===== src/rtl/frame_write_scheduler_pkg.sv =====
`default_nettype none
// +----------------------------------------------------------------------+
// | frame_sched_pkg: shared types and sizing helpers for the scheduler.  |
// | Rev 1.0                                                              |
// +----------------------------------------------------------------------+
package frame_sched_pkg;

  typedef enum logic [1:0] {
    S_IDLE  = 2'd0,
    S_SCAN  = 2'd1,
    S_GRANT = 2'd2
  } sched_state_t;

  function automatic int sel_width(input int n);
    return (n <= 1) ? 1 : $clog2(n);
  endfunction

  function automatic int wd_width(input int t);
    return (t <= 1) ? 1 : $clog2(t);
  endfunction

endpackage
`default_nettype wire


===== src/rtl/frame_write_scheduler_picker.sv =====
`default_nettype none
// +----------------------------------------------------------------------+
// | lowest_set_picker: combinational lowest-set-bit selector.            |
// | Rev 1.0                                                              |
// +----------------------------------------------------------------------+
module lowest_set_picker
  import frame_sched_pkg::*;
#(
  parameter int NUM_SOURCES = 3,
  parameter int SEL_W       = sel_width(NUM_SOURCES)
) (
  input  logic [NUM_SOURCES-1:0] i_mask,
  output logic [NUM_SOURCES-1:0] o_onehot,
  output logic [SEL_W-1:0]       o_index,
  output logic                   o_any
);

  // Two's-complement trick isolates the lowest set bit.
  assign o_onehot = i_mask & (~i_mask + {{(NUM_SOURCES-1){1'b0}}, 1'b1});
  assign o_any    = |i_mask;

  always_comb begin
    o_index = '0;
    for (int i = NUM_SOURCES - 1; i >= 0; i--) begin
      if (i_mask[i]) o_index = SEL_W'(i);
    end
  end

endmodule
`default_nettype wire


===== src/rtl/frame_write_scheduler.sv =====
`default_nettype none
// +----------------------------------------------------------------------+
// | frame_write_scheduler: per-frame painter's-order arbiter for the     |
// | frame-buffer write port, with a per-grant watchdog. Rev 1.0          |
// +----------------------------------------------------------------------+
module frame_write_scheduler
  import frame_sched_pkg::*;
#(
  parameter int NUM_SOURCES    = 3,
  parameter int COLOR_DEPTH    = 9,
  parameter int COORD_W        = 32,
  parameter int TIMEOUT_CYCLES = 2**20,
  parameter int SEL_W          = sel_width(NUM_SOURCES)
) (
  input  logic                              clk,
  input  logic                              rst,
  input  logic                              frame,
  input  logic [NUM_SOURCES-1:0]            src_req,
  input  logic [NUM_SOURCES-1:0]            src_done,
  input  logic [NUM_SOURCES*COLOR_DEPTH-1:0] src_color,
  input  logic [NUM_SOURCES-1:0]            src_transparent,
  input  logic [NUM_SOURCES-1:0]            src_active,
  input  logic [NUM_SOURCES*COORD_W-1:0]    src_x,
  input  logic [NUM_SOURCES*COORD_W-1:0]    src_y,
  output logic [NUM_SOURCES-1:0]            src_grant,
  output logic [NUM_SOURCES-1:0]            src_awaited,
  output logic [COLOR_DEPTH-1:0]            write_color_data,
  output logic                              write_transparent,
  output logic [COORD_W-1:0]                write_x_addr,
  output logic [COORD_W-1:0]                write_y_addr,
  output logic                              write_active,
  output logic [SEL_W-1:0]                  write_source_sel,
  input  logic                              write_awaited,
  output logic                              busy,
  output logic                              overrun,
  output logic                              timeout,
  output logic [SEL_W-1:0]                  timeout_id
);

  localparam int WD_W = wd_width(TIMEOUT_CYCLES);
  localparam logic [WD_W-1:0] c_wd_last = WD_W'(TIMEOUT_CYCLES - 1);

  sched_state_t             r_state;
  logic [NUM_SOURCES-1:0]   r_pending;
  logic [NUM_SOURCES-1:0]   r_grant;
  logic [SEL_W-1:0]         r_sel;
  logic [WD_W-1:0]          r_wd;
  logic [COLOR_DEPTH-1:0]   r_color;
  logic                     r_transp;
  logic [COORD_W-1:0]       r_x;
  logic [COORD_W-1:0]       r_y;
  logic                     r_active;
  logic                     r_overrun;
  logic                     r_timeout;
  logic [SEL_W-1:0]         r_tid;

  logic [NUM_SOURCES-1:0]   w_pick_onehot;
  logic [SEL_W-1:0]         w_pick_idx;
  logic                     w_pick_any;
  logic                     w_done;
  logic                     w_expire;
  logic [COLOR_DEPTH-1:0]   w_color;
  logic                     w_transp;
  logic [COORD_W-1:0]       w_x;
  logic [COORD_W-1:0]       w_y;
  logic                     w_active;

  lowest_set_picker #(
    .NUM_SOURCES (NUM_SOURCES),
    .SEL_W       (SEL_W)
  ) u_picker (
    .i_mask   (r_pending),
    .o_onehot (w_pick_onehot),
    .o_index  (w_pick_idx),
    .o_any    (w_pick_any)
  );

  // r_grant is all-zero outside GRANT, so done from idle sources never matches.
  assign w_done   = |(src_done & r_grant);
  assign w_expire = (r_state == S_GRANT) && (r_wd == c_wd_last);

  always_comb begin
    w_color  = '0;
    w_transp = 1'b0;
    w_x      = '0;
    w_y      = '0;
    w_active = 1'b0;
    for (int i = 0; i < NUM_SOURCES; i++) begin
      if (r_grant[i]) begin
        w_color  = src_color[i*COLOR_DEPTH +: COLOR_DEPTH];
        w_transp = src_transparent[i];
        w_x      = src_x[i*COORD_W +: COORD_W];
        w_y      = src_y[i*COORD_W +: COORD_W];
        w_active = src_active[i];
      end
    end
  end

  always_ff @(posedge clk or posedge rst) begin
    if (rst) begin
      r_state   <= S_IDLE;
      r_pending <= '0;
      r_grant   <= '0;
      r_sel     <= '0;
      r_wd      <= '0;
      r_color   <= '0;
      r_transp  <= 1'b0;
      r_x       <= '0;
      r_y       <= '0;
      r_active  <= 1'b0;
      r_overrun <= 1'b0;
      r_timeout <= 1'b0;
      r_tid     <= '0;
    end else begin
      r_overrun <= frame && (r_state != S_IDLE);
      r_timeout <= 1'b0;
      r_active  <= 1'b0;
      case (r_state)
        S_IDLE: begin
          if (frame) begin
            r_pending <= src_req;
            r_state   <= S_SCAN;
          end
        end
        S_SCAN: begin
          if (!w_pick_any) begin
            r_state <= S_IDLE;
          end else begin
            r_grant <= w_pick_onehot;
            r_sel   <= w_pick_idx;
            r_wd    <= '0;
            r_state <= S_GRANT;
          end
        end
        S_GRANT: begin
          r_wd <= r_wd + 1'b1;
          if (w_done || w_expire) begin
            r_pending <= r_pending & ~r_grant;
            r_grant   <= '0;
            r_state   <= S_SCAN;
            // A coincident done suppresses the timeout report.
            if (!w_done) begin
              r_timeout <= 1'b1;
              r_tid     <= r_sel;
            end
          end else begin
            r_color  <= w_color;
            r_transp <= w_transp;
            r_x      <= w_x;
            r_y      <= w_y;
            r_active <= w_active;
          end
        end
        default: r_state <= S_IDLE;
      endcase
    end
  end

  assign src_grant         = r_grant;
  assign src_awaited       = r_grant & {NUM_SOURCES{write_awaited}};
  assign write_color_data  = r_color;
  assign write_transparent = r_transp;
  assign write_x_addr      = r_x;
  assign write_y_addr      = r_y;
  assign write_active      = r_active;
  assign write_source_sel  = r_sel;
  assign busy              = (r_state != S_IDLE);
  assign overrun           = r_overrun;
  assign timeout           = r_timeout;
  assign timeout_id        = r_tid;

endmodule
`default_nettype wire

===== config.mk =====
export PLATFORM = sky130hd
export DESIGN_NAME = frame_write_scheduler
export DESIGN_NICKNAME = d
export VERILOG_FILES = /design/src/rtl/frame_write_scheduler_pkg.sv /design/src/rtl/frame_write_scheduler_picker.sv /design/src/rtl/frame_write_scheduler.sv
export SDC_FILE = /design/constraint.sdc
export NUM_CORES = 1
export LEC_CHECK = 0
export BUFFER_PORTS_ARGS = -buffer_cell sky130_fd_sc_hd__buf_2
export CAP_MARGIN = 20
export CORE_AREA = 2 2 125 127
export CTS_CLUSTER_SIZE = 30
export DETAILED_ROUTE_END_ITERATION = 10
export DIE_AREA = 0 0 127 129
export PLACE_DENSITY = 0.72
export SLEW_MARGIN = 20
export SYNTH_ARGS = -nofsm -noshare
export SYNTH_HDL_FRONTEND = slang
export SYNTH_SLANG_ARGS = --single-unit

===== constraint.sdc =====
create_clock -name clk -period 3.53 [get_ports clk]
set_clock_uncertainty 0.1 [all_clocks]
set_input_delay 0.1765 -clock clk [delete_from_list [all_inputs] [get_ports clk]]
set_output_delay 0.1765 -clock clk [all_outputs]
set_load 0.05 [all_outputs]

==> run_results.csv <==
group,metric,value,unit
cts,clk_pin_slew,0.07,ns
layout,final_cell_mix,"buf_2, dfrtp_1, nand2_1, o21ai_0, a22oi_1",
critical_path,crit_end,"write_y_addr[12]",
floorplanning,die_w,127,um
cts,cts_setup_buffers,0,
synth,synth.avg_cell_area,9.94,um2
grt,overflow,0,
synth,syn-num-nets,829,
layout,area_growth,34.4,%
critical_path,path_class,"reg -> reg",
critical_path,required,3.66,ns
layout,mostFrequentLayoutCell,"buf_2",
critical_path,rrSetupSlack,0.86,ns
timing,maxSlewHeadroom,40.5,%
layout,final_nets,1121,
placement,port_buffers,322,
critical_path,path_max_fanout,24,
drt,first_iter_violations,345,
cts,cts_tree,"yes",
floorplanning,num_rows,45,
critical_path,regToRegStartpoint,"r_state[0]",
grt,first_global_vias,5251,
drt,via_per_inst,5.19,
timing,grt_setup_unrepaired,"no",
critical_path,r2r_end,"write_y_addr[12]",
timing,hold_viol,0,
grt,track_usage,20.2,%
cts,h-tree-depth,3,
grt,grt_pass1_wl,26.5,mm
floorplanning,start_util,39.4,%
drt,via_count,5599,
critical_path,max_stage_delay,0.56,ns
grt,antenna_found_initial,0,
layout,n_fill_cell,1406,
drt,ant_nets,0,
synth,syn_inst,593,
pwr,leakage,0.00400,uW
timing,fin_crit_sh,75.7,%
cts,root_buffer,"clkbuf_16",
placement,hpwlAfterDp,12.6,mm
critical_path,path_cells,"nand4b_4, or3_1, o311ai_4, buf_4, mux2_1",
run_status,outcome,"complete, no violations",
pwr,power.density,878,mW/mm2
floorplanning,die_y,129,um
critical_path,startpoint_type,"flop",
worst_hold_path,holdPathStages,2,
floorplanning,fp.dieArea,0.0164,mm2
drt,wl_per_cell,15.6,um
critical_path,crit_path_start,"r_state[0]",
cts,holdBufCountCts,2,
synth,ys_seq_area_share,46.3,%
timing,layout_min_cycle_time,2.67,ns
cts,cts_made_buffers,9,
synth,yosysUniqueCellTypes,44,
pwr,vdd_ir_drop_max,0.000500,V
synth,synth-edff-count,0,
cts,cts_num_sinks,109,
critical_path,crit_slowest_cell,"dfrtp_1",
timing,hold-worst-slack,0.0147,ns
timing,tns,0,ns
placement,place.gp.congestion,0.807,
layout,drive_above_1_share,45.2,%
flow_run,maxCapViolCount,0,
timing,final_max_slew_viol_count,0,
worst_hold_path,min_path_type,"in -> reg",
critical_path,ff2ff_path_depth,5,
grt,grt_max_degree,84,
timing,worst_pin_slew,0.890,ns
synth,synthArstFlopShare,100,%
cts,clkLatencyLatePin,0.35,ns
timing,final-setup-viol-count,0,
synth,yosys_register_bits,109,
drt,first_pass_iters,4,
floorplanning,fp.coreArea,0.0150,mm2
timing,max_freq,0.374,GHz
critical_path,end_kind,"flop",
floorplanning,io_pins,323,
cts,clock_path_buffers,2,
drt,drcViolationCount,0,
synth,yosysWarnings,0,
synth,syn-cell-area,0.00589,mm2
layout,diodes,0,
synth,synth_ff_type,"dfrtp_1",
cts,cts_resized,0,
critical_path,critPathArrivalTime,2.80,ns
drt,routed_wl,16.9,mm
==> cell type report <==
type	count	area (um2)	area share, %
clock buffers	13	250	3.16
clock inverters	3	45.0	0.569
inverters	4	17.5	0.221
multi-input cells	428	2920	36.8
flip-flops and latches	109	2730	34.5
well taps	188	235	2.97
repair buffers	333	1720	21.8
==> registers in the layout, summed over array words and instances (netlist names) <==
signal and flops:
write_color_data 9, r_state 2, timeout 1, write_x_addr 32
timeout_id 2, write_source_sel 2, write_transparent 1, write_active 1
write_y_addr 32, overrun 1, src_grant 3, r_wd 20
r_pending 3
==> routing by layer <==
metal  track usage [%]  wire [um]
met5                 0          0
met4              7.24        359
met3              3.74       1110
met2              35.0       8420
met1              25.3       6970
==> how the worst min path moves through the flow <==
| stage | startpoint | to | slack (ns) |
|---|---|---|---|
| 4_1_cts | frame | overrun | 0.001 |
| 3_5_place_dp | rst | timeout | 0.30 |
| 5_1_grt | frame | overrun | 0.03 |
| 3_3_place_gp | rst | timeout_id[1] | 0.29 |
| 2_1_floorplan | frame | overrun | 0.21 |
| 6_report | frame | overrun | 0.01 |
==> power by group <==
group / internal, uW / switching, uW
Sequential: 1680 / 353
Clock: 571 / 446
Combinational: 1240 / 2670
Total: 3490 / 3470
==> synthesized netlist by cell type, drive strengths merged, types with 5 or more instances <==
library cell  number  area, um2
buf               15        104
mux2              76        856
o21ai             88        440
o211ai             6       45.0
nor2               6       22.5
nand2             88        330
a21oi              6       30.0
a22oi             75        563
o31ai              7       52.6
nor2b              9       56.3
and2               5       31.3
nand3             15       75.1
nand4              6       37.5
dfrtp            109       2730
clkbuf            37        139
==> kinds of logic (layout without fill, tap and decap cells) <==
kind of cell	Yosys count	count (layout)	synth area share [%]
AOI/OAI and AO/OA	197	197	21.8
xor gates and xnor gates	4	4	0.594
adders and majority gates	1	1	0.212
buffers and inverters	56	353	4.37
DFF	109	109	46.3
muxes	80	80	15.2
and+or+nand+nor	146	146	11.6
==> critical path, delay by kind of cell, from the launching register on <==
| family | cells | cell delay (ns) |
|---|---|---|
| muxes | 1 | 0.36 |
| and+or+nand+nor | 2 | 0.78 |
| buffers and inverters | 1 | 0.36 |
| DFF | 1 | 0.56 |
| AOI/OAI and AO/OA | 1 | 0.36 |
==> through the flow <==
| stage | instance area [um2] | total power (uW) | util [%] | setup slack (ns) | instances |
|---|---|---|---|---|---|
| floorplan | 5890 | 5010 | - | 0.380 | 593 |
| global placement | 7610 | 5940 | 50.8 | 0.917 | 1060 |
| detailed placement | 7610 | 6010 | 50.8 | 0.854 | 1060 |
| CTS | 7920 | 7050 | 52.9 | 0.846 | 1078 |
| global route | 7920 | 7430 | 52.9 | 0.693 | 1078 |
| finish | 7920 | 6960 | 52.9 | 0.858 | 1078 |
(Power assumes the default switching activity.)
